## src/rtl/min_clock_time_keeper.sv

```systemverilog
// ============================================================================
// min_clock_time_keeper
//
// Purpose:
//   Receiving end of the minute clock. It synchronises the free-running min_clk
//   square wave into the clk domain and detects each rising edge. On each edge
//   it advances a wall-time counter (minutes 0..MIN_PER_HOUR-1, hours
//   0..HOUR_PER_DAY-1). It raises one-cycle hour/day rollover pulses. A
//   valid/ready set port loads a new time.
//
// Parameters:
//   SYNC_STAGES   flops in the min_clk synchronizer chain (>= 2)
//   MIN_PER_HOUR  minute modulus
//   HOUR_PER_DAY  hour modulus
//
// Ports:
//   clk        in   system clock, rising-edge logic
//   rst_n      in   synchronous reset, active low
//   min_clk    in   minute square wave, asynchronous to clk
//   set_valid  in   set request, held stable until set_ready
//   set_hh     in   hour to load
//   set_mm     in   minute to load
//   set_ready  out  set port can accept
//   set_err    out  one-cycle pulse: request out of range and rejected
//   minutes    out  current minute
//   hours      out  current hour
//   hour_tick  out  one-cycle pulse on the minute wrap
//   day_tick   out  one-cycle pulse on the day wrap
//
// Optional feature (define MIN_CLOCK_ALARM_EN):
//   alarm_hh   in   alarm hour
//   alarm_mm   in   alarm minute
//   alarm_on   in   alarm enable
//   alarm_hit  out  one-cycle pulse, one cycle after the time becomes equal
//                   to the alarm time through a count or a load
// ============================================================================
module min_clock_time_keeper #(
    parameter int SYNC_STAGES  = 2,
    parameter int MIN_PER_HOUR = 60,
    parameter int HOUR_PER_DAY = 24
) (
    input  logic       clk,
    input  logic       rst_n,
    input  logic       min_clk,
    input  logic       set_valid,
    input  logic [4:0] set_hh,
    input  logic [5:0] set_mm,
`ifdef MIN_CLOCK_ALARM_EN
    input  logic [4:0] alarm_hh,
    input  logic [5:0] alarm_mm,
    input  logic       alarm_on,
    output logic       alarm_hit,
`endif
    output logic       set_ready,
    output logic       set_err,
    output logic [5:0] minutes,
    output logic [4:0] hours,
    output logic       hour_tick,
    output logic       day_tick
);

    localparam logic [5:0] MIN_LAST  = 6'(MIN_PER_HOUR - 1);
    localparam logic [4:0] HOUR_LAST = 5'(HOUR_PER_DAY - 1);

    typedef enum logic {RUN, LOAD} state_t;

    // Modular increments. The wrap test is an equality on the last legal
    // value, so a corrupted out-of-range count keeps climbing to the field
    // width instead of being silently clamped.
    function automatic logic [5:0] next_min(input logic [5:0] m);
        return (m == MIN_LAST) ? 6'd0 : m + 6'd1;
    endfunction

    function automatic logic [4:0] next_hour(input logic [4:0] h);
        return (h == HOUR_LAST) ? 5'd0 : h + 5'd1;
    endfunction

    state_t                 state;
    logic [SYNC_STAGES-1:0] sync_p0;
    logic                   hist_p1;
    logic                   edge_vld_p1;
    logic                   pending;
    logic [4:0]             latch_hh;
    logic [5:0]             latch_mm;
    logic                   in_range;
    logic                   accept;
    logic                   do_count;
    logic                   min_wrap;
    logic                   day_wrap;

    // ---- stage p0: synchronizer chain for the asynchronous min_clk ----
    always_ff @(posedge clk) begin
        if (!rst_n) begin
            sync_p0 <= '0;
        end else begin
            sync_p0 <= {sync_p0[SYNC_STAGES-2:0], min_clk};
        end
    end

    // ---- stage p1: history flop and rising-edge detect ----
    always_ff @(posedge clk) begin
        if (!rst_n) begin
            hist_p1 <= 1'b0;
        end else begin
            hist_p1 <= sync_p0[SYNC_STAGES-1];
        end
    end

    assign edge_vld_p1 = sync_p0[SYNC_STAGES-1] & ~hist_p1;

    // ---- stage p2: control decode and time counter ----
    always_comb begin
        in_range = (set_hh <= HOUR_LAST) && (set_mm <= MIN_LAST);
        accept   = (state == RUN) && set_valid && set_ready && in_range;
        // An edge that arrives while a load is being accepted or performed
        // is parked in pending. It is applied in the first free RUN cycle.
        do_count = (state == RUN) && !accept && (edge_vld_p1 || pending);
        min_wrap = (minutes == MIN_LAST);
        day_wrap = min_wrap && (hours == HOUR_LAST);
    end

    // The set latch holds data only and needs no reset. It is only consumed
    // in LOAD, which is reachable only after a write.
    always_ff @(posedge clk) begin
        if (accept) begin
            latch_hh <= set_hh;
            latch_mm <= set_mm;
        end
    end

    always_ff @(posedge clk) begin
        if (!rst_n) begin
            state     <= RUN;
            set_ready <= 1'b0;
            set_err   <= 1'b0;
            hour_tick <= 1'b0;
            day_tick  <= 1'b0;
            pending   <= 1'b0;
            minutes   <= 6'd0;
            hours     <= 5'd0;
        end else begin
            set_err   <= 1'b0;
            hour_tick <= 1'b0;
            day_tick  <= 1'b0;
            case (state)
                RUN: begin
                    set_ready <= 1'b1;
                    if (set_valid && set_ready && !in_range) begin
                        set_err <= 1'b1;
                    end
                    if (accept) begin
                        state     <= LOAD;
                        set_ready <= 1'b0;
                        pending   <= pending | edge_vld_p1;
                    end else if (do_count) begin
                        // Pending plus a fresh edge collapses to a single step.
                        pending <= 1'b0;
                        minutes <= next_min(minutes);
                        if (min_wrap) begin
                            hours     <= next_hour(hours);
                            hour_tick <= 1'b1;
                            day_tick  <= day_wrap;
                        end
                    end
                end
                LOAD: begin
                    minutes   <= latch_mm;
                    hours     <= latch_hh;
                    state     <= RUN;
                    set_ready <= 1'b1;
                    if (edge_vld_p1) begin
                        pending <= 1'b1;
                    end
                end
                default: begin
                    state     <= RUN;
                    set_ready <= 1'b0;
                end
            endcase
        end
    end

`ifdef MIN_CLOCK_ALARM_EN
    logic time_upd_p3;

    // ---- stage p3: alarm compare, one cycle behind the time update ----
    always_ff @(posedge clk) begin
        if (!rst_n) begin
            time_upd_p3 <= 1'b0;
            alarm_hit   <= 1'b0;
        end else begin
            time_upd_p3 <= do_count || (state == LOAD);
            alarm_hit   <= time_upd_p3 && alarm_on &&
                           (minutes == alarm_mm) && (hours == alarm_hh);
        end
    end
`endif

endmodule
```

## config.mk

```make
export PLATFORM = sky130hd
export DESIGN_NAME = min_clock_time_keeper
export DESIGN_NICKNAME = d
export VERILOG_FILES = /design/src/rtl/min_clock_time_keeper.sv
export SDC_FILE = /design/constraint.sdc
export NUM_CORES = 1
export LEC_CHECK = 0
export BUFFER_PORTS_ARGS = -buffer_cell sky130_fd_sc_hd__buf_2
export CORE_MARGIN = 3
export CORE_UTILIZATION = 41
export DETAILED_ROUTE_END_ITERATION = 8
export GPL_TIMING_DRIVEN = 0
export PLACE_DENSITY = 0.61
export SETUP_SLACK_MARGIN = 0.1
export SLEW_MARGIN = 20
export SYNTH_ARGS = -nofsm -noshare
export SYNTH_HDL_FRONTEND = slang
export SYNTH_SLANG_ARGS = --single-unit
```

## constraint.sdc

```tcl
create_clock -name clk -period 2.71 [get_ports clk]
set_input_delay 0.813 -clock clk [delete_from_list [all_inputs] [get_ports clk]]
set_output_delay 0.813 -clock clk [all_outputs]
set_load 0.1 [all_outputs]
```

Word level (Yosys, flattened, before mapping)
Cells that the tools add are included.

word-level totals
  bits in registers = 31
  bits in latches = 0
  RAM bits = 0
  ROM bits = 0
  input bits = 15
  output and inout port bits = 15
  memories = 0

operators by class
  $add $sub $neg = 2
  $mul = 0
  div/mod/pow operators = 0
  magnitude comparators = 2
  equality and inequality tests = 7
  shift-type cells = 0
  muxes and demuxes = 19
  bitwise operators = 7
  reductions and logical operators = 18

operator list
  cell                                                                     count
  5-bit two-way mux                                                        4
  6-bit two-way mux                                                        3
  6-bit case mux with 2 select lines                                       1
  5-bit case mux with 2 select lines                                       1
  1-bit logical AND                                                        9
  1-bit two-way mux                                                        7
  6-bit by 1-bit adder with 6-bit output, second input constant            1
  6-bit equality test, second input constant                               1
  6-bit less-or-equal comparator, second input constant                    1
  2-bit inequality test, second input constant                             3
  1-bit case mux with 2 select lines                                       3
  5-bit by 1-bit adder with 5-bit output, second input constant            1
  5-bit equality test, second input constant                               1
  5-bit less-or-equal comparator, second input constant                    1
  1-bit NOT                                                                5
  5-bit OR reduction                                                       1
  2-bit AND reduction                                                      2
  4-bit OR reduction                                                       1
  3-bit inequality test, second input constant                             1
  3-bit AND reduction                                                      1
  1-bit zero test                                                          2
  2-bit by 1-bit inequality test with 1-bit output, second input constant  1
  2-bit OR reduction                                                       1
  1-bit AND                                                                1
  other kinds (2)                                                          2

Depth between registers and ports, before layout
Gate-level depths: netlist (run 1).

  word-level depth = 10
  depth in mapped cells = 5

Least setup slack after synthesis (run 1)
No wires, ideal clock.

  path kind = register -> register
  from = register minutes[0]
  to = register hours[2]
  setup time = 0.075 ns
  arrival time = 2.229 ns
  setup slack = 0.406 ns
  cell stages (with the launch flop) = 6
  buffers on the path = 0
  period minus slack after synthesis = 2.304 ns
  cells stage by stage = dfxtp_1 > ha_1 > nand2b_4 > or2_4 > or4_1 > a31oi_1

between the ends
  longest elaborated chain between the ends = 3

ends and longest elaborated chain
  what                                    RTL line  source
  start: declaration                      56        output logic [5:0] minutes,
  start signal: assignment                158       minutes <= next_min(minutes);
  start signal: assignment                167       minutes <= latch_mm;
  6-bit equality test                     118       min_wrap = (minutes == MIN_LAST);
  2-bit inequality test (no source line)  --
  3-bit AND reduction (no source line)    --
  end signal: assignment                  160       hours <= next_hour(hours);
  end signal: assignment                  168       hours <= latch_hh;
  end: declaration                        57        output logic [4:0] hours,

No other way between the ends.
A chain may end at the register's enable or synchronous reset.

Worst setup path in the final report (run 1)
  from = input port set_mm[5]
  to = register latch_mm[2], enable pin

between the ends
  longest elaborated chain between the ends = 3

ends and longest elaborated chain
  what                            RTL line  source
  start: declaration              47        input logic [5:0] set_mm,
  6-bit less-or-equal comparator  113       in_range = (set_hh <= HOUR_LAST) && (set_mm <= MIN_LAST);
  1-bit logical AND               113
  1-bit logical AND               114       accept = (state == RUN) && set_valid && set_ready && in_range;
  net accept                      86        logic accept;
  end signal: assignment          127       latch_mm <= set_mm;
  end: declaration                84        logic [5:0] latch_mm;

The timed path passes the listed nets, and every way through them passes these cells.

==> results of run 1 <==
logic make-up (layout without fill, tap and decap cells):
group | count (synthesis) | after routing
and+or+nand+nor | 46 | 46
DFF | 31 | 31
adders and majority gates | 2 | 2
AOI/OAI and AO/OA | 36 | 36
buffers and inverters | 9 | 46
xor gates and xnor gates | 1 | 1
flip-flops by register name, indices dropped and copies added, names as in the netlist:
register and count:
latch_mm 6, minutes 6, hours 5, latch_hh 5, sync_p0 2, day_tick 1, hist_p1 1, hour_tick 1
pending 1, set_err 1, set_ready 1, state 1
routing by layer:
layer  vias to the layer above  track usage  share of wire
li1                        541            -              -
met3                         4       0.0719          0.071
met4                         0       0.0579          0.012
met5                         -            0              0
met2                        31        0.264           0.48
met1                       517        0.189           0.44
placed cells by master (no fill, tap or decap), types with 2 or more instances in the layout:
| cell type | instances |
|---|---|
| buf_2 | 31 |
| dfxtp_1 | 20 |
| nor2_1 | 11 |
| edfxtp_1 | 11 |
| nand2_1 | 10 |
| o21ai_0 | 8 |
| nand3_1 | 7 |
| o31ai_1 | 5 |
| a31oi_1 | 5 |
| clkbuf_4 | 5 |
| clkbuf_1 | 4 |
| and2_1 | 4 |
| inv_1 | 4 |
| a21oi_1 | 3 |
| a211oi_1 | 3 |
| nor3_1 | 3 |
| a21o_1 | 2 |
| a2111oi_0 | 2 |
| o211ai_1 | 2 |
| ha_1 | 2 |
power by group through the flow:
stage	logic, uW	clock network [uW]	registers [uW]
CTS	140	287	516
global placement	138	0	526
finish	139	279	516
detailed placement	140	0	527
floorplan	39.0	0	593
global route	149	312	519
path summary, 6_finish.rpt:
kind	from	to	slack, ns	depth (start not counted)
max	set_mm[5]	latch_mm[2]	0.53	5
min reg2reg	sync_p0[0]	sync_p0[1]	0.45	1
min	sync_p0[0]	sync_p0[1]	0.45	1
max reg2reg	minutes[0]	hours[2]	0.96	5
area by class of cell:
cell class                 count  area share
buffer                         5      0.0136
clock inverter                 1     0.00320
sequential                    31       0.467
multi-input combinational     85       0.345
tap                           42      0.0336
inverter                       4     0.00959
clock buffer                   7      0.0352
timing repair buffer          29      0.0927
stage by stage:
step	area, sq um	setup slack (ns)
detailed placement	1510	0.140
global placement	1510	0.180
CTS	1570	0.489
finish	1570	0.531
global route	1570	0.412
floorplan	1310	0.406
critical path, stage by stage:
cell and delay, ns:
buf_2 0.10, and4_1 0.23, nor2_1 0.15, nand3_1 0.16, nor2_1 0.68
==> metrics, run 1 <==
Root Driver clkbuf_4; Post-Syn Area 0.00131 sq mm; vias per cell about 5.4; FF+latch area between 700 and 800 sq um; # IOs 30; net switching power around 280 uW; initial DRC count 78; Post-synth EDFFs 11; CTS sink cnt 31; Post-Syn Instances approximately 130; vias ~1100; Inst Count DP 196; Gate power share 0.149; Post-Synth Simple-Gate Area 0.189; Max VDD drop approximately 0.00032 V; pwr dens approximately 600 mW/mm^2; initial antenna violation count 0; total power a little over 900 uW; Tot GR Track Use 0.162; Pint between 600 and 700 uW; Hold WS ~0.45 ns; PortBufs 29; Final setup viols 0; worst setup path class input port to flop; Total Neg Setup Slack 0 ns; ANT nets after route 0; worst hold path class flop to flop; Synth Area in Compound Gates 0.198; # hold bufs at CTS 0; CP Max Fanout 11; final WL ~2800 um; top cells by count, synth 20 x dfxtp_1, 11 x edfxtp_1, 11 x nor2_1; adder-cell share of the synthesized area 0.0191; Max-slew headroom 0.435; fin. max-slew vios 0; Setup crit start kind input port; # Post-CTS Setup Buffers 0; crit path DAT 2.14 ns; top cell type's share of synthesized area 0.306; RSZ-0062 raised after global routing no; number of global-route vias before repair slightly above 1000; count leader, synth dfxtp_1; clk buf depth 2; drt wl/cell 13.8 um; switching power share of the total 0.296; max cap viols 0; Fillers 300; xor/xnor share of the synthesized area 0.00670; Post-synth top flop dfxtp_1; leakage approximately 0.00059 uW; clk slew on worst S/H paths 0.09 ns; DP Wirelength a little over 2000 um; Finished Layout Cells ~200; Tcrit/Tclk final 0.804; Synth area leaders dfxtp_1 31%, edfxtp_1 25%, nor2_1 3.2%; DRT Pass-1 Iters 4; CTS buffer count 5; Worst Setup End Kind flop; fmax roughly 460 MHz; Initial Util 0.451; Worst-Margin Slew roughly 0.84 ns; largest net degree at the start of global routing 12; Die X around 62 um; Netlist cell types 37; die area 0.00390 sq mm; post-layout util 0.540; Diodes inserted 0; Synth Net Count approximately 140; CP Data Required Time approximately 2.7 ns; htree depth 2; Post-synth ARST share 0; Ys Warns 0; row cnt 19; multi-input logic area about 540 sq um; global-route wire length before repair approximately 4800 um; TritonCTS clock tree built; Seq/Total Area, Yosys 0.559; fraction of synthesized area in multiplexers 0; leading area contributor after synthesis dfxtp_1; final hold vios 0; fraction of layout cells with a size suffix above 1 0.272; Synth Register Bits 31; Mean Syn Cell Area about 10 sq um; post-route minimum period 2.18 ns; DIE HEIGHT ~62 um; DRC viols 0; grt ovf 0; P&R area growth vs syn 19.7%; fin nets roughly 180; Post-CTS Resized 0; clock network fraction of design power 0.299; core area between 0.002 and 0.003 sq mm; status complete, no violations; largest family of logic cells by synthesized area compound AO/OA/AOI/OAI gates; Reg power frac 0.552; Fin Clk Skew between 0.01 and 0.015 ns; global placer's final weighted congestion a little under 0.9; Clock Latency Late Sink about 0.33 ns
No activity file was read; power rests on OpenSTA's default activity.
==> inputs of run 2 (changes only) <==
==> constraint.sdc (replaced) <==
create_clock -name clk -period 2.1 [get_ports clk]
set_input_delay 0.63 -clock clk [delete_from_list [all_inputs] [get_ports clk]]
set_output_delay 0.63 -clock clk [all_outputs]
set_load 0.1 [all_outputs]
==> metrics, run 2 (synthesized netlist as in run 1, its figures left out) <==
CP Max Fanout 6; worst r2r path cells 5; total power ~1200 uW; Worst-Margin Slew 0.528 ns; Root Driver clkbuf_4; Worst Setup End Kind output port; DRT Pass-1 Iters 4; Levels on crit path 1; P&R area growth vs syn 20.3%; initial antenna violation count 0; Setup crit start kind flop; number of global-route vias before repair 1039; Initial Util 0.451; Max VDD drop ~0.00038 V; # Post-CTS Setup Buffers 0; vias ~1100; most frequent cells in the layout 31 x buf_2, 15 x dfxtp_1, 11 x edfxtp_1, 10 x nor2_1, 10 x nand2_1; clk buf depth 2; die area roughly 0.0039 sq mm; row cnt 19; FF+latch area ~740 sq um; Diodes inserted 0; status complete, no violations; final WL approximately 2900 um; DP Wirelength between 2000 and 2500 um; clk slew on worst S/H paths 0.09 ns; setup ws final roughly 0.23 ns; critical path cell sequence buf_2; Buf/Inv on CP 1; Post-CTS Resized 0; clock network fraction of design power 0.294; core area about 0.0029 sq mm; global placer's final weighted congestion 0.854; pwr dens ~760 mW/mm^2; Gate power share 0.151; CTS sink cnt 31; grt ovf 0; drt wl/cell 14.0 um; Die X approximately 62 um; Fin Clk Skew approximately 0.0035 ns; Final setup viols 0; register-to-register setup slack roughly 0.43 ns; WL met3 130 um; worst hold path class flop to flop; Worst setup endpoint minutes[4]; global-route wire length before repair around 5000 um; Total Neg Setup Slack 0 ns; # IOs 30; worst setup path class flop to output port; Pint between 800 and 900 uW; pre-CTS WS -0.0338 ns; CP Data Required Time approximately 1.5 ns; ANT nets after route 0; max cap viols 0; M1 WL ~1300 um; vias per cell approximately 5.2; slowest CP cell buf_2; leading cell type in the layout, fill and taps excluded buf_2; Top Layer Used met4; fin nets 178; # hold bufs at CTS 0; Tot GR Track Use 0.162; fraction of layout cells with a size suffix above 1 0.302; initial DRC count 73; met2 routed WL between 1000 and 1500 um; Tcrit/Tclk final 0.891; final hold vios 0; fmax ~530 MHz; Clock Latency Late Sink 0.32 ns; DIE HEIGHT 62.5 um; largest net degree at the start of global routing 12; fin. max-slew vios 0; Reg power frac 0.556; top flop regs latch_mm x6, minutes x6; crit path DAT 1.24 ns; Max-slew headroom 0.648; htree depth 2; Critical R2R Launch minutes[0]; PortBufs 29; RSZ-0062 raised after global routing no; multi-input logic area about 540 sq um; leakage roughly 0.00059 uW; TritonCTS clock tree built; switching power share of the total 0.293; Setup crit start minutes[4]; CTS buffer count 5; net switching power between 300 and 400 uW; Fillers about 270; DRC viols 0; CP top delay family buffers and inverters; slowest stage delay, CP between 0.4 and 0.5 ns; reg2reg end hours[2]; post-route minimum period about 1.9 ns
[run 2: through the flow]
| step | std cells | area [sq um] | hold slack, ns | util |
|---|---|---|---|---|
| 6_report | 204 | 1570 | 0.444 | 0.542 |
| 5_1_grt | 204 | 1570 | 0.446 | 0.542 |
| 4_1_cts | 204 | 1570 | 0.447 | 0.542 |
| 3_5_place_dp | 196 | 1510 | 0.423 | 0.522 |
| 3_3_place_gp | 196 | 1510 | 0.429 | 0.522 |
| 2_1_floorplan | 125 | 1320 | 0.412 | - |
[run 2: cell type report]
class,count,area share
clock buffer,7,0.0350
timing repair buffer,29,0.0923
tap,42,0.0334
inverter,4,0.00955
multi-input combinational,85,0.345
clock inverter,1,0.00239
sequential,31,0.469
buffer,5,0.0135
[run 2: how the worst min path moves through the flow]
| stage | end | slack, ns | start | cells after the start |
|---|---|---|---|---|
| 2_1_floorplan | sync_p0[1] | 0.41 | sync_p0[0] | 1 |
| 3_3_place_gp | sync_p0[1] | 0.43 | sync_p0[0] | 1 |
| 3_5_place_dp | sync_p0[1] | 0.42 | sync_p0[0] | 1 |
| 4_1_cts | sync_p0[1] | 0.45 | sync_p0[0] | 1 |
| 5_1_grt | latch_mm[1] | 0.45 | set_mm[1] | 1 |
| 6_report | sync_p0[1] | 0.44 | sync_p0[0] | 1 |
[run 2: per-layer routing]
| layer | vias up | global-route usage |
|---|---|---|
| met5 | - | 0 |
| met4 | 0 | 0.0826 |
| met3 | 4 | 0.0486 |
| met2 | 26 | 0.260 |
| met1 | 495 | 0.196 |
| li1 | 543 | - |
[run 2: power groups by stage]
stage                     Sequential (uW)  Clock [uW]  Combinational, uW
final                                 667         353                181
after global routing                  671         397                193
after CTS                             667         367                182
after detailed placement              681           0                181
after global placement                680           0                180
after floorplan                       766           0               50.7
==> inputs of run 3 (changes only) <==
==> constraint.sdc (replaced) <==
create_clock -name clk -period 2.4 [get_ports clk]
set_input_delay 0.72 -clock clk [delete_from_list [all_inputs] [get_ports clk]]
set_output_delay 0.72 -clock clk [all_outputs]
set_load 0.1 [all_outputs]
==> metrics, run 3 (synthesized netlist as in run 1, its figures left out) <==
DP Wirelength 2070 um; most frequent CP cell nor2_1; CTS buffer count 5; Cell Area, Placed 0.00151 sq mm; grt ovf 0; leakage around 0.00059 uW; Initial Util 0.451; fraction of layout cells with a size suffix above 1 0.278; TritonCTS clock tree built; Worst-Margin Slew about 0.83 ns; status complete, no violations; CP top delay family simple AND/OR/NAND/NOR gates; vias roughly 1100; critical path cell sequence buf_2 > and4_1 > nor2_1 > nand3_1 > nor2_1; Max VDD drop approximately 0.00034 V; PortBufs 29; Final setup viols 0; CP Data Required Time between 2 and 2.5 ns; initial antenna violation count 0; # IOs 30; Setup crit start kind input port; RSZ-0062 raised after global routing no; fin nets approximately 180; slowest stage delay, CP roughly 0.67 ns; Diodes inserted 0; Worst Setup End Kind flop; # hold bufs at CTS 0; leading cell type in the layout, fill and taps excluded buf_2; crit path DAT 2.05 ns; Tcrit/Tclk final 0.870; Die X 62.5 um; pre-CTS WS -0.0653 ns; CP Max Fanout 11; DIE HEIGHT about 62 um; multi-input logic area around 540 sq um; Clock Latency Late Sink ~0.33 ns; # Post-CTS Setup Buffers 0; max cap viols 0; Fin Clk Skew between 0.004 and 0.005 ns; DRT Pass-1 Iters 4; Total Neg Setup Slack 0 ns; Tot GR Track Use 0.168; initial DRC count 70; DRC viols 0; pwr dens ~670 mW/mm^2; slowest CP cell nor2_1; final hold vios 0; row cnt 19; Fillers ~280; most frequent cells in the layout 31 x buf_2, 18 x dfxtp_1, 11 x nor2_1, 11 x edfxtp_1, 10 x nand2_1; final WL approximately 2800 um; Post-CTS Resized 0; Buf/Inv on CP 1; Root Driver clkbuf_4; core area a little under 0.003 sq mm; global placer's final weighted congestion about 0.84; htree depth 2; drt wl/cell 13.9 um; FF+latch area roughly 730 sq um; top flop regs latch_mm x6, minutes x6; global-route wire length before repair 5090 um; clk buf depth 2; P&R area growth vs syn 19.8%; post-layout util 0.540; worst setup path class input port to flop; total power 1040 uW; largest net degree at the start of global routing 12; ANT nets after route 0; vias per cell 5.43; post-route minimum period 2.09 ns; fin. max-slew vios 0; worst hold path class flop to flop; setup ws final around 0.31 ns; fmax between 400 and 500 MHz; Max-slew headroom 0.444; Design Area, Final ~0.0016 sq mm; CTS sink cnt 31; clk slew on worst S/H paths roughly 0.090 ns; number of global-route vias before repair ~1100; die area between 0.003 and 0.004 sq mm
## run 3: cell types whose count changed in the layout (fill, tap and decap cells not counted)
cell,before,now
dfxtp_1,15,18
dfxtp_2,5,2
nor2_1,10,11
nor2_2,1,0
## run 3: layout make-up
type	count	area share
multi-input combinational	85	0.345
clock inverter	1	0.00240
sequential	31	0.468
tap	42	0.0335
clock buffer	7	0.0351
inverter	4	0.00958
timing repair buffer	29	0.0927
buffer	5	0.0136
## run 3: worst paths after layout
kind	start	endpoint	slack, ns	cells past startpoint
hold reg to reg	sync_p0[0]	sync_p0[1]	0.45	1
setup / recovery	set_mm[5]	latch_hh[0]	0.31	5
setup reg to reg	minutes[0]	hours[2]	0.72	5
hold / removal	sync_p0[0]	sync_p0[1]	0.45	1
## run 3: per-stage QoR
step           hold slack, ns  std cells
2_1_floorplan           0.412        125
3_3_place_gp            0.419        196
3_5_place_dp            0.422        196
4_1_cts                 0.448        204
5_1_grt                 0.477        204
6_report                0.449        204
## run 3: metal layers
metal | GRT usage | part of all wire | wire length (um)
met3 | 0.0647 | 0.066 | 187
met5 | 0 | 0 | 0
met4 | 0.0882 | 0.020 | 57
met2 | 0.269 | 0.46 | 1310
met1 | 0.193 | 0.45 | 1270
## run 3: power by group
part	switching (uW)	internal [uW]	leakage (uW)
Combinational	123	35.1	0.000293
Sequential	16.5	566	0.000265
Clock	163	140	0.0000329
## run 3: worst reg2reg max path, stage by stage (launching register included)
cell and delay (ns):
dfxtp_2 0.38, ha_1 0.27, nand2b_4 0.09, or2_4 0.28
or4_1 0.41, a31oi_1 0.18
